### config.mk
export PLATFORM = sky130hd
export DESIGN_NAME = wb_arbiter
export DESIGN_NICKNAME = d
export VERILOG_FILES = /design/src/rtl/wb_arbiter.sv
export SDC_FILE = /design/constraint.sdc
export NUM_CORES = 2
export LEC_CHECK = 0
export CORE_AREA = 2 2 397 399
export CTS_CLUSTER_SIZE = 16
export DETAILED_ROUTE_END_ITERATION = 16
export DIE_AREA = 0 0 399 401
export GPL_TIMING_DRIVEN = 0
export PLACE_DENSITY = 0.66
export SLEW_MARGIN = 20
export SYNTH_ARGS = -nofsm -noshare
export SYNTH_HDL_FRONTEND = slang
export SYNTH_SLANG_ARGS = --single-unit
### constraint.sdc
create_clock -name clk_i -period 35.6 [get_ports clk_i]
set_input_delay 5.34 -clock clk_i [delete_from_list [all_inputs] [get_ports clk_i]]
set_output_delay 5.34 -clock clk_i [all_outputs]
set_load 0.005 [all_outputs]
### src/rtl/wb_arbiter.sv
// wb_arbiter: per-port writeback FIFOs merged onto one scoreboard port by a round-robin arbiter.
// Optional stall counter is built only when WB_ARBITER_PERF_EN is defined.
module wb_arbiter #(
   parameter int NR_PORTS      = 4,
   parameter int DEPTH         = 2,
   parameter int TRANS_ID_BITS = 3,
   parameter int EXC_BITS      = 129
) (
   input  logic                                   clk_i,
   input  logic                                   rst_ni,
   input  logic                                   flush_i,
   input  logic [NR_PORTS-1:0]                    valid_i,
   input  logic [NR_PORTS-1:0][TRANS_ID_BITS-1:0] trans_id_i,
   input  logic [NR_PORTS-1:0][63:0]              result_i,
   input  logic [NR_PORTS-1:0][EXC_BITS-1:0]      exception_i,
   output logic [NR_PORTS-1:0]                    port_ready_o,
   output logic                                   wb_valid_o,
   input  logic                                   wb_ready_i,
   output logic [TRANS_ID_BITS-1:0]               wb_trans_id_o,
   output logic [63:0]                            wb_result_o,
   output logic [EXC_BITS-1:0]                    wb_exception_o,
   output logic                                   overflow_o,
   output logic [31:0]                            stall_cnt_o
);
   localparam int PW = (NR_PORTS > 1) ? $clog2(NR_PORTS) : 1;
   localparam int AW = (DEPTH > 1) ? $clog2(DEPTH) : 1;
   localparam int CW = AW + 1;
   localparam int EW = TRANS_ID_BITS + 64 + EXC_BITS;

   logic [EW-1:0]       r_mem    [NR_PORTS][DEPTH];
   logic [AW-1:0]       r_rd_ptr [NR_PORTS];
   logic [AW-1:0]       r_wr_ptr [NR_PORTS];
   logic [CW-1:0]       r_cnt    [NR_PORTS];
   logic [PW-1:0]       r_rr_ptr;
   logic [PW-1:0]       r_grant;
   logic                r_hold;
   logic                r_overflow;

   logic [NR_PORTS-1:0] w_nonempty;
   logic [NR_PORTS-1:0] w_full;
   logic [NR_PORTS-1:0] w_push;
   logic [NR_PORTS-1:0] w_pop;
   logic [NR_PORTS-1:0] w_drop;
   logic [PW-1:0]       w_search;
   logic [PW-1:0]       w_grant;
   logic                w_found;
   logic                w_fire;
   int                  w_idx;
   logic [EW-1:0]       w_head;

   // FIFO occupancy flags
   always_comb begin
      for (int i = 0; i < NR_PORTS; i++) begin
         w_nonempty[i]   = (r_cnt[i] != {CW{1'b0}});
         w_full[i]       = (r_cnt[i] == CW'(DEPTH));
         port_ready_o[i] = (r_cnt[i] <= CW'(DEPTH - 2));
      end
   end

   // Round-robin search: first non-empty port at or after r_rr_ptr
   always_comb begin
      w_search = r_rr_ptr;
      w_found  = 1'b0;
      w_idx    = 0;
      for (int k = 0; k < NR_PORTS; k++) begin
         w_idx = int'(r_rr_ptr) + k;
         w_idx = (w_idx >= NR_PORTS) ? (w_idx - NR_PORTS) : w_idx;
         if (!w_found && w_nonempty[w_idx]) begin
            w_found  = 1'b1;
            w_search = PW'(w_idx);
         end else begin
            w_found  = w_found;
         end
      end
   end

   // A stalled grant is frozen so late arrivals cannot steal the bus mid-handshake
   assign w_grant    = r_hold ? r_grant : w_search;
   assign wb_valid_o = |w_nonempty;
   assign w_fire     = wb_valid_o & wb_ready_i;
   assign w_head     = r_mem[w_grant][r_rd_ptr[w_grant]];
   assign {wb_trans_id_o, wb_result_o, wb_exception_o} = wb_valid_o ? w_head : {EW{1'b0}};
   assign overflow_o = r_overflow;

   // Per-port push/pop/drop decisions; a popped full FIFO can still accept
   always_comb begin
      for (int i = 0; i < NR_PORTS; i++) begin
         w_pop[i]  = w_fire && (w_grant == PW'(i));
         w_push[i] = valid_i[i] && !flush_i && (!w_full[i] || w_pop[i]);
         w_drop[i] = valid_i[i] && !flush_i && w_full[i] && !w_pop[i];
      end
   end

   // FIFO pointers and counts
   always_ff @(posedge clk_i or negedge rst_ni) begin
      if (!rst_ni) begin
         for (int i = 0; i < NR_PORTS; i++) begin
            r_rd_ptr[i] <= {AW{1'b0}};
            r_wr_ptr[i] <= {AW{1'b0}};
            r_cnt[i]    <= {CW{1'b0}};
         end
      end else begin
         for (int i = 0; i < NR_PORTS; i++) begin
            if (flush_i) begin
               r_rd_ptr[i] <= {AW{1'b0}};
               r_wr_ptr[i] <= {AW{1'b0}};
               r_cnt[i]    <= {CW{1'b0}};
            end else begin
               if (w_push[i]) r_wr_ptr[i] <= r_wr_ptr[i] + AW'(1);
               if (w_pop[i])  r_rd_ptr[i] <= r_rd_ptr[i] + AW'(1);
               r_cnt[i] <= r_cnt[i] + CW'(w_push[i]) - CW'(w_pop[i]);
            end
         end
      end
   end

   // FIFO storage (no reset needed: guarded by counts)
   always_ff @(posedge clk_i) begin
      for (int i = 0; i < NR_PORTS; i++) begin
         if (w_push[i]) r_mem[i][r_wr_ptr[i]] <= {trans_id_i[i], result_i[i], exception_i[i]};
      end
   end

   // Arbiter pointer, grant lock and sticky overflow
   always_ff @(posedge clk_i or negedge rst_ni) begin
      if (!rst_ni) begin
         r_rr_ptr   <= {PW{1'b0}};
         r_grant    <= {PW{1'b0}};
         r_hold     <= 1'b0;
         r_overflow <= 1'b0;
      end else begin
         if (|w_drop) r_overflow <= 1'b1;
         if (flush_i) begin
            r_rr_ptr <= {PW{1'b0}};
            r_hold   <= 1'b0;
         end else if (w_fire) begin
            r_rr_ptr <= (w_grant == PW'(NR_PORTS - 1)) ? {PW{1'b0}} : (w_grant + PW'(1));
            r_hold   <= 1'b0;
         end else if (wb_valid_o) begin
            r_hold   <= 1'b1;
            r_grant  <= w_grant;
         end else begin
            r_hold   <= 1'b0;
         end
      end
   end

`ifdef WB_ARBITER_PERF_EN
   logic [31:0] r_stall_cnt;

   // Saturating count of cycles the scoreboard refuses a valid writeback
   always_ff @(posedge clk_i or negedge rst_ni) begin
      if (!rst_ni) begin
         r_stall_cnt <= 32'd0;
      end else if (wb_valid_o && !wb_ready_i && (r_stall_cnt != 32'hFFFF_FFFF)) begin
         r_stall_cnt <= r_stall_cnt + 32'd1;
      end
   end

   assign stall_cnt_o = r_stall_cnt;
`else
   assign stall_cnt_o = 32'd0;
`endif

endmodule

Yosys cells after proc, flatten, opt, wreduce, memory -nomap -nowiden
Memory sizes are Yosys's and may differ from the RTL's.
Index checks and enable logic that the tools add are counted.

storage, ports and cells
  register bits after elaboration = 22
  latch bits = 0
  bits in writable memories = 1568
  ROM bits = 0
  input bits = 792
  output and inout port bits = 234
  word-level logic and storage cells = 212
  memories = 1

memory list
  name   depth  width  rd ports  clocked after memory_dff  wr ports  line  RTL
  r_mem  4      392    1         0                         4         30    logic [EW-1:0] r_mem [NR_PORTS][DEPTH];

operators by class
  add/subtract/negate cells = 24
  multipliers = 0
  divide/modulo/power cells = 0
  order comparisons = 22
  equal/unequal tests = 7
  shift-type cells = 0
  multiplexer cells = 73
  bitwise logic cells = 9
  reductions and logical operators = 60

operator list
  kind                                                         number
  2-to-1 mux 196 bit                                           8
  2-to-1 mux 392 bit                                           4
  demux 196 bit (select 1 bit)                                 4
  less-than comparator 32 x 4 -> 1 bit, second input constant  4
  2-to-1 mux 32 bit                                            4
  2-to-1 mux 1 bit                                             36
  logical AND 1 bit                                            27
  nonzero test 2 bit                                           13
  2-to-1 mux 2 bit                                             12
  == test 2 bit, second input constant                         6
  >= comparator 3 bit, second input constant                   4
  logical NOT 1 bit                                            12
  subtractor 3 x 3 -> 4 bit, second input constant             3
  binary-select mux 1 bit (select 2 bit)                       5
  >= comparator 2 bit, second input constant                   5
  NOT 1 -> 2 bit                                               5
  adder 1 bit, second input constant                           8
  adder 2 x 1 -> 2 bit                                         4
  <= comparator 2 x 1 -> 1 bit, second input constant          4
  less-than comparator 2 x 1 -> 1 bit, second input constant   4
  OR reduction 4 bit                                           2
  subtractor 2 x 1 -> 2 bit                                    4
  adder 2 x 2 -> 3 bit, second input constant                  2
  logical OR 1 bit                                             4
  other kinds (10)                                             11

Longest topological paths before layout
  depth in word-level cells = 25
  mapped depth = 17

Least setup slack after synthesis
Ideal clock, no wire load.

  kind = in2reg
  start = in wb_ready_i
  end = mem r_mem[3][0] (netlist name) (enable)
  library setup time = 0.756 ns
  data arrival time = 14.315 ns
  data required time = 34.844 ns
  setup slack = 20.529 ns
  stages on the path = 5
  cells stage by stage = and2_0 clkbuf_1 a21boi_0 or3_1 nor2_1

RTL lines
  item             line  RTL
  start, declared  18    input logic wb_ready_i,
  end, declared    30

Final worst setup path
  start = reg r_cnt[7] (netlist name)
  end = out wb_result_o[6]

on the way
  cells in the longest elaborated chain, start to end = 24
  elaborated cells between the ends (all ways) = 38

ends and longest elaborated chain
  item                                                    line  RTL
  start, declared                                         33    logic [CW-1:0] r_cnt [NR_PORTS];
  start signal, assigned by index                         100   r_cnt[i] <= {CW{1'b0}};
  start signal, assigned by index                         107   r_cnt[i] <= {CW{1'b0}};
  start signal, assigned by index                         111   r_cnt[i] <= r_cnt[i] + CW'(w_push[i]) - CW'(w_pop[i]);
  nonzero test 2 bit *                                    54    w_nonempty[i] = (r_cnt[i] != {CW{1'b0}});
  binary-select mux 1 bit (select 2 bit)                  68    if (!w_found && w_nonempty[w_idx]) begin
  2-to-1 mux 1 bit (not written as such) (2 in series)    68
  2-to-1 mux 1 bit                                        68
  logical NOT 1 bit                                       68
  logical AND 1 bit                                       68
  2-to-1 mux 1 bit                                        68
  logical NOT 1 bit                                       68
  [4 not listed]                                          -
  2-to-1 mux 2 bit                                        68
  2-to-1 mux 2 bit                                        78    assign w_grant = r_hold ? r_grant : w_search;
  NOT 2 -> 3 bit (not written as such)                    81    assign w_head = r_mem[w_grant][r_rd_ptr[w_grant]];
  binary-select mux 1 bit (select 2 bit)                  81
  2-to-1 mux 1 bit (not written as such) (2 in series)    81
  NOT 1 -> 2 bit (not written as such)                    81
  2-to-1 mux 196 bit (not written as such) (3 in series)  81
  2-to-1 mux 196 bit *                                    82    assign {wb_trans_id_o, wb_result_o, wb_exception_o} = wb_valid_o ? w_head : {EW{1'b0}};
  end, declared                                           20    output logic [63:0] wb_result_o,

Every way passes the cells marked *; elsewhere a longest branch is shown, timed or not. The select of a mux whose other input is x is not followed.

==> metrics.txt <==
DRC Markers=0; CTS tree=done; Post-DRT Antenna Nets=0; # H-tree levels=4; Fin. Hold Viols=0; total power=approximately 7.5 mW; EDFF count, synth=about 1600; post-cts sizing count=0; Worst Hold Class=flop to flop; Reg area=~0.048 mm2; Via density=about 5.4; top post-synthesis cells by count=edfxtp_1, inv_1, nand2_1; MaxCap Viol Count=0; final max-slew violation count=0; Overflow after GRT=0; I/O pins=between 1000 and 1500; CTS Hold Buffers Added=0; Cells after Synth=around 3400; RR Startpoint=r_cnt[7]; run status=finished clean; Core Rows=about 150; drt initial violations=about 3500; die area=0.160 mm2; Clock Pin Slew Worst Setup and Hold Paths=about 0.060 ns; largest net degree at the start of global routing=between 40 and 50; worst-skew pair later-pin latency=around 0.8 ns; first-pass GRT wire length=about 280 mm; CP endpoint=wb_result_o[6]; Reg2Reg Setup Slack=between 30 and 40 ns; final estimated routing congestion in global placement=0.862; CTS Root Cell=clkbuf_16; Seq pwr share=0.300; Mapped Area=~0.062 mm2; routed len/inst=~30 um; hold path depth=1; layout cell share with drive strength beyond 1=0.137; slew of the pin with the lowest slew margin=1.17 ns; CP startpoint kind=flop; Max VDD drop=about 0.067 mV; GRT met3 Usage=0.0804; Comb pwr share=0.476; antenna violations before repair=111; Die Width=399 um; Area contributors post-synth=edfxtp_1, mux4_2, mux2i_1; Core ar.=0.156 mm2; sequential area share after synthesis=0.771; Final Cycle Share=0.310; WP data arrival=5.70 ns; Port Buf Inserts=~1000; switch share=0.376; vias in the first global route=about 38000; GRT Max-Usage Layer=met2; clock skew=0.0491 ns; pwr dens=between 90 and 100 mW/mm2; total CTS buffers=165; DP HPWL=156 mm; synth-to-layout area growth=32.6%; GRT Overall Usage=0.254; CTS max path bufs=3; RSZ-0062 raised after global routing=false; CTS Sinks=roughly 1600; critical path capture point type=output pin; Avg Cell Area, Syn=18.4 um2; area share of the largest cell type after synthesis=0.762; WP data required=30.26 ns; Crit Reg-Reg Endpoint=r_mem[1][276]; Sum Neg Setup Slack=0 ns; first drt pass iteration count=6; P_leak=about 27 nW; Synth Register Bits=1590; initial core utilization=0.397; fin crit period=11.04 ns; Worst Setup SP=r_cnt[7]; # Post-CTS Setup Buffers=0; Post-Route WL=208 mm; Worst R2R Path Depth=17; clock power share=0.224; fmax=90.6 MHz; GRT met2 Usage=0.427; via count of the routed design=roughly 38000; Switch Pwr=approximately 2.8 mW; CP max FO=10; max_slew headroom=0.218; Yosys top cell by area=edfxtp_1; asr flop ratio synth=0.0138; nets@finish=5434; Worst Path Class, Setup=flop to output pin; Int Pwr=roughly 4.7 mW; Synth cell types=53; Finish-stage setup viols=0; most common cell in the netlist=edfxtp_1; fillers=around 12000; die height=401 um; main flop type after synthesis=edfxtp_1; area taken by multi-input logic gates=~0.012 mm2; met1 usage=0.299; Synth Warn #=0
power groups by stage:
| stage | registers [mW] | clock network [mW] | logic (mW) |
|---|---|---|---|
| 2_1_floorplan | 2.34 | 0 | 1.65 |
| 3_3_place_gp | 2.40 | 0 | 3.54 |
| 3_5_place_dp | 2.31 | 0 | 3.61 |
| 4_1_cts | 2.27 | 1.72 | 3.63 |
| 5_1_grt | 2.28 | 1.79 | 3.77 |
| 6_report | 2.27 | 1.69 | 3.59 |
critical path, stage by stage (launching register included):
cell and delay [ns]:
dfrtp_1 0.43, or4_4 0.57, o22ai_4 0.22, a21boi_2 0.34, o21ai_2 0.32, nor2_2 0.65
buf_2 0.54, clkbuf_1 0.63, a31oi_1 0.31, o211ai_1 0.15, clkdlybuf4s50_1 0.68
through the flow:
step | hold WS, ns | setup WS [ns] | instance area, um2 | utilization | instances
floorplan | 0.468 | 20.53 | 61900 | - | 3383
global placement | 0.483 | 10.59 | 74400 | 0.478 | 6434
detailed placement | 0.490 | 25.33 | 76500 | 0.492 | 6524
CTS | 0.523 | 24.44 | 81800 | 0.526 | 6826
global route | 0.547 | 24.34 | 81900 | 0.526 | 6869
finish | 0.532 | 24.56 | 82000 | 0.527 | 6891
flip-flops by register name (all words and copies together) (netlist names):
| name | cells |
|---|---|
| r_mem | 1568 |
| r_cnt | 8 |
| r_rd_ptr | 4 |
| r_wr_ptr | 4 |
| r_grant | 2 |
| r_rr_ptr | 2 |
| overflow_o | 1 |
| r_hold | 1 |
routing by layer:
metal / routed length [um] / share of wire
met5: 547 / 0.0026
met4: 8810 / 0.042
met3: 19700 / 0.095
met2: 103000 / 0.50
met1: 75400 / 0.36
final cells by class:
cell class,instances,share of cell area
plain buffers,250,0.0177
repair buffers,1083,0.146
multi-input cells,1332,0.148
clock buffers,202,0.0521
well taps,2058,0.0314
clock inverters,100,0.0124
flip-flops and latches,1590,0.581
diodes,65,0.00198
inverters,211,0.00966
kinds of logic after synthesis:
family / after synthesis / synth area share
other: 1 / 0.0000607
and+or+nand+nor: 459 / 0.0373
AOI/OAI and AO/OA: 422 / 0.0478
muxes: 397 / 0.104
adders and majority gates: 9 / 0.00182
DFF: 1590 / 0.771
xor gates and xnor gates: 13 / 0.00184
buffers and inverters: 461 / 0.0361
placed cells by master (no fill, tap or decap), types with 36 or more instances in the layout:
cell type / n
edfxtp_1: 1568
a31oi_1: 197
clkbuf_1: 164
nand2_1: 206
o211ai_1: 198
mux4_2: 197
clkbuf_16: 165
mux2i_1: 196
buf_6: 46
nor4_1: 196
inv_1: 209
diode_2: 65
buf_2: 36
buf_12: 52
clkinv_1: 43
clkdlybuf4s50_1: 992
worst min-delay path by stage:
stage               start    endpoint  slack, ns
3_3_place_gp   overflow_o  overflow_o       0.48
2_1_floorplan  overflow_o  overflow_o       0.47
5_1_grt        overflow_o  overflow_o       0.55
3_5_place_dp   overflow_o  overflow_o       0.49
4_1_cts        overflow_o  overflow_o       0.52
6_report       overflow_o  overflow_o       0.53
Note: power is estimated with default switching activity, not from simulation.
